===== src/rtl/gpio_chaser.sv =====
// Memory-mapped LED/GPIO pattern sequencer: a programmable prescaler advances a
// rotate/bounce/hold pattern, with output invert and a sticky cycle-complete flag.
module gpio_chaser #(
  parameter int WIDTH       = 8,
  parameter int CNT_WIDTH   = 24,
  parameter int DEFAULT_DIV = 6000000
) (
  input  logic             clk,
  input  logic             rst,
  input  logic [3:0]       address,
  input  logic [31:0]      write_data,
  input  logic             we,
  input  logic             re,
  output logic [31:0]      read_data,
  output logic [WIDTH-1:0] led_out,
  output logic             step_pulse,
  output logic             cycle_irq
);

  typedef enum logic [1:0] {
    MODE_ROTL   = 2'b00,
    MODE_ROTR   = 2'b01,
    MODE_BOUNCE = 2'b10,
    MODE_HOLD   = 2'b11
  } mode_t;

  typedef enum logic [1:0] {
    REG_CTRL   = 2'b00,
    REG_DIV    = 2'b01,
    REG_SEED   = 2'b10,
    REG_STATUS = 2'b11
  } reg_t;

  logic                 en;
  mode_t                mode;
  logic                 inv;
  logic [CNT_WIDTH-1:0] div;
  logic [WIDTH-1:0]     seed;
  logic [WIDTH-1:0]     pattern;
  logic                 dir;
  logic [CNT_WIDTH-1:0] cnt;
  logic                 wrap;

  reg_t                 reg_sel;
  logic                 wr_ctrl, wr_div, wr_seed, wr_status;
  logic                 terminal;
  logic                 step;
  logic [WIDTH-1:0]     pat_next;
  logic                 dir_next;
  logic [31:0]          rd_mux;

  assign reg_sel   = reg_t'(address[3:2]);
  assign wr_ctrl   = we && (reg_sel == REG_CTRL);
  assign wr_div    = we && (reg_sel == REG_DIV);
  assign wr_seed   = we && (reg_sel == REG_SEED);
  assign wr_status = we && (reg_sel == REG_STATUS);

  // ">=" rather than "==" so lowering DIV below the running count steps at once.
  assign terminal  = (cnt >= div);
  // A SEED write reloads the pattern and restarts the period, so it suppresses the step.
  assign step      = en && terminal && !wr_seed;

  assign cycle_irq = wrap;

  // NOTE: every always_comb output gets a default before any branch, so no path
  // can leave it unassigned and infer a latch.
  always_comb begin
    pat_next = pattern;
    dir_next = dir;
    unique case (mode)
      MODE_ROTL: pat_next = {pattern[WIDTH-2:0], pattern[WIDTH-1]};
      MODE_ROTR: pat_next = {pattern[0], pattern[WIDTH-1:1]};
      MODE_BOUNCE: begin
        if (!dir) begin
          if (pattern[WIDTH-1]) begin
            dir_next = 1'b1;
            pat_next = {1'b0, pattern[WIDTH-1:1]};
          end else begin
            pat_next = {pattern[WIDTH-2:0], 1'b0};
          end
        end else begin
          if (pattern[0]) begin
            dir_next = 1'b0;
            pat_next = {pattern[WIDTH-2:0], 1'b0};
          end else begin
            pat_next = {1'b0, pattern[WIDTH-1:1]};
          end
        end
      end
      MODE_HOLD: pat_next = pattern;
      default:   pat_next = pattern;
    endcase
  end

  // For WIDTH > 16 the wrap/dir bits overlay the upper pattern bits in STATUS.
  always_comb begin
    rd_mux = '0;
    unique case (reg_sel)
      REG_CTRL:   rd_mux[3:0] = {inv, mode, en};
      REG_DIV:    rd_mux[CNT_WIDTH-1:0] = div;
      REG_SEED:   rd_mux[WIDTH-1:0] = seed;
      REG_STATUS: begin
        rd_mux[WIDTH-1:0] = pattern;
        rd_mux[16]        = wrap;
        rd_mux[17]        = dir;
      end
      default:    rd_mux = '0;
    endcase
  end

  // NOTE: sequential state uses non-blocking assignments only, so every register
  // here samples pre-edge values regardless of statement order.
  always_ff @(posedge clk) begin
    if (rst) begin
      en         <= 1'b0;
      mode       <= MODE_ROTL;
      inv        <= 1'b0;
      div        <= CNT_WIDTH'(DEFAULT_DIV - 1);
      seed       <= WIDTH'(1);
      pattern    <= WIDTH'(1);
      dir        <= 1'b0;
      cnt        <= '0;
      wrap       <= 1'b0;
      read_data  <= '0;
      led_out    <= '0;
      step_pulse <= 1'b0;
    end else begin
      if (wr_ctrl) begin
        en   <= write_data[0];
        mode <= mode_t'(write_data[2:1]);
        inv  <= write_data[3];
      end

      if (wr_div) div <= write_data[CNT_WIDTH-1:0];

      if (wr_seed) begin
        seed    <= write_data[WIDTH-1:0];
        pattern <= write_data[WIDTH-1:0];
        dir     <= 1'b0;
      end else if (step) begin
        pattern <= pat_next;
        dir     <= dir_next;
      end

      if (wr_seed || !en || terminal) cnt <= '0;
      else                            cnt <= cnt + CNT_WIDTH'(1);

      step_pulse <= step;

      // Set has priority over a software clear landing on the same edge.
      if (step && (pat_next == seed))         wrap <= 1'b1;
      else if (wr_status && write_data[16])   wrap <= 1'b0;

      if (re) read_data <= rd_mux;

      led_out <= en ? (pattern ^ {WIDTH{inv}}) : '0;
    end
  end

endmodule


===== config.mk =====
export PLATFORM = sky130hd
export DESIGN_NAME = gpio_chaser
export DESIGN_NICKNAME = d
export VERILOG_FILES = /design/src/rtl/gpio_chaser.sv
export SDC_FILE = /design/constraint.sdc
export NUM_CORES = 1
export LEC_CHECK = 0
export BUFFER_PORTS_ARGS = -buffer_cell sky130_fd_sc_hd__buf_2
export CORE_ASPECT_RATIO = 1.1
export CORE_UTILIZATION = 55
export CTS_CLUSTER_DIAMETER = 40
export DETAILED_ROUTE_END_ITERATION = 6
export PLACE_DENSITY = 0.77
export SYNTH_ARGS = -nofsm -noshare
export SYNTH_HDL_FRONTEND = slang
export SYNTH_SLANG_ARGS = --single-unit
export TNS_END_PERCENT = 100

===== constraint.sdc =====
create_clock -name clk -period 6.9 [get_ports clk]
set_input_delay 1.035 -clock clk [delete_from_list [all_inputs] [get_ports clk]]
set_output_delay 1.035 -clock clk [all_outputs]
set_load 0.05 [all_outputs]

==> run summary <==
status: finished, final reports clean
Sequential Power Share: 52.9%
post-route insts no fill: 762
setup ws final: 3.86 ns
first-pass GRT wire length: 18800 um
Synth cell types: 48
core region area: 0.00892 mm2
Hold WC Path Type: flip-flop to flip-flop
cts hold-fix bufs: 0
CP required: 7.12 ns
clock tree buffer depth: 2
largest net degree at the start of global routing: 73
root buffer cell: clkbuf_8
Combinational Power Share: 11.2%
final wirelength: 11500 um
Post-CTS Setup Inserts: 0
Pwr Density: 212 mW/mm2
Nets: 708
clock group share of total power: 35.9%
post-synthesis cell count: 606
HPWL after DPL: 8310 um
clk_lat worst skew: 0.37 ns
worst slew pin tran: 1.11 ns
Final Hold Viols: 0
drt drc: 0
Placed Area: 0.00538 mm2
Post-synth EDFFs: 0
total I/O pin count: 82
DP Worst Slack: 3.50 ns
Most common cell on crit path: nor2_1
Filler Cell Count: 823
Synthesis Warnings: 0
CP Depth: 6
path type of the worst setup path: input pin to flip-flop
DR pass1 iterations: 5
dpl cells: 746
clock sinks: 103
Crit. End Element: flip-flop
Buf+Inv Stages, Crit Path: 1
post-synthesis instance area: 0.00510 mm2
drt via density: 5.57
Switching Share: 27.2%
CP max-delay cell: and2_0
Top delay family on crit path: simple AND/OR/NAND/NOR gates
layout cells sized above 1: 14.7%
Die Ht: 103 um
top cells by area, synth: dfxtp_1 (40%), nor2_1 (6.8%), ha_1 (6.1%)
Final GP Congestion: 0.862
Slew HR: 25.5%
R2R cell count: 8
crit start category: input pin
clock-pin slew on the worst setup and hold paths: 0.10 ns
drt first-iter violations: 191
max incr delay on CP: 0.64 ns
buffers added on ports: 63
Final Max Tran Viols: 0
Area Overhead vs Synth: 9.86%
maximum VDD drop: 0.119 mV
Seq/Total Area, Yosys: 40.4%
share of the synthesized area in the top cell type: 40.4%
# diodes: 0
final setup fails: 0
Final period util: 44.1%
Max Clock Freq: 329 MHz
GR Overflow Total: 0
GRT Overall Usage: 25.3%
setup TNS: 0 ns
per-cell routed wire length: 15.1 um
CTS tree: yes
Post-synth ARST share: 0%
CP Max Fanout: 24
hold-critical path depth: 2
Clock Skews: 0.0145 ns
Die ar.: 0.00966 mm2
vias in the first global route: 4019
most common cell after layout, fill and taps aside: dfxtp_1
RSZ-0062 raised after global routing: false
starting density of the core: 57.2%
net load switching power: 0.000322 W
final instance area: 0.00560 mm2
PostCTS Resize Cnt: 0
Post-Syn Area per Cell: 8.42 um2
CP arrival: 3.26 ns
P_int: 0.000865 W
Pleak: 2.41 nW
max cap viols: 0
Min Clock Period, post-route: 3.04 ns
Routed Antenna Nets: 0
via count: 4247
largest area contributor in the netlist: dfxtp_1
Seq cells post-synth: 103
Site Rows: 36
CP Cell Sequence: buf_2 -> nor2b_1 -> and2_0 -> nor2_1 -> nand2_1 -> nor2_1
H-tree depth: 3
highest-count cells in the layout ignoring fill and taps: dfxtp_1 (103), nor2_1 (93), buf_2 (63)
clock buffer count from CTS: 9
initial antenna violation count: 0
Most used DFF post-synth: dfxtp_1
Die X: 93.8 um
==> path summary, 6_finish.rpt <==
path                end  slack, ns  startpoint
max reg2reg  pattern[1]       3.86     div[21]
min              div[7]       0.47      div[7]
max             cnt[11]       3.86  address[3]
min reg2reg      div[7]       0.47      div[7]
==> worst register-to-register path: stages (launching register included) <==
cell      delay (ns)
dfxtp_1         0.36
inv_1           0.08
ha_1            0.31
a21o_1          0.19
a21o_1          0.18
a221o_1         0.32
o21ai_1         0.86
mux2_2          0.42
a211oi_1        0.21
==> flip-flops by register name, indices dropped and copies added, names as in the netlist, 2 cells and up <==
| signal | cells |
|---|---|
| div | 24 |
| seed | 8 |
| cnt | 24 |
| mode | 2 |
| led_out | 8 |
| pattern | 8 |
| read_data | 24 |
==> metrics by stage <==
| stage | total power (W) | utilization [%] | hold slack, ns |
|---|---|---|---|
| 6_report | 0.00119 | 62.8 | 0.469 |
| 5_1_grt | 0.00123 | 62.8 | 0.501 |
| 4_1_cts | 0.00120 | 62.8 | 0.468 |
| 3_5_place_dp | 0.000773 | 60.3 | 0.454 |
| 3_3_place_gp | 0.000769 | 60.3 | 0.445 |
| 2_1_floorplan | 0.000742 | - | 0.436 |
==> synth_stat cells, types with 10 or more instances <==
master,number
dfxtp_1,103
nor2_1,93
nand2_1,57
a21oi_1,49
clkbuf_1,30
inv_1,28
ha_1,25
xor2_1,20
o21ai_0,18
xnor2_1,18
a211o_1,15
mux2i_1,15
nand3_1,15
nor2b_1,15
a211oi_1,13
buf_4,10
==> layout make-up <==
cell class                 instances  area (um2)  area share (%)
clock buffer                       9         124            2.21
timing repair buffer              65         330            5.90
inverter                          29         109            1.94
tap                              114         143            2.55
clock inverter                     7         100            1.79
multi-input combinational        435        2740            48.8
sequential                       103        2060            36.8
==> logic make-up (layout without fill, tap and decap cells) <==
group / Yosys count / after routing / synth area share (%)
xor+xnor: 38 / 38 / 6.53
compound gates: 119 / 119 / 14.6
buf+inv: 75 / 110 / 6.45
other cells: 1 / 8 / 0.0735
simple gates: 221 / 221 / 19.9
flops: 103 / 103 / 40.4
fa+ha+maj: 25 / 25 / 6.13
mux: 24 / 24 / 5.89
==> power groups by stage <==
stage	Clock, W	Sequential [W]	Combinational [W]
3_3_place_gp	0	0.000640	0.000129
5_1_grt	0.000459	0.000630	0.000145
4_1_cts	0.000435	0.000627	0.000133
6_report	0.000426	0.000628	0.000133
3_5_place_dp	0	0.000641	0.000132
2_1_floorplan	0	0.000651	0.0000911
==> routing by layer <==
layer	track usage (%)	part of all wire, %
met5	0	0
met4	14.3	4.0
met3	4.13	5.3
met2	44.9	50
met1	29.0	41
(Power assumes the default switching activity.)
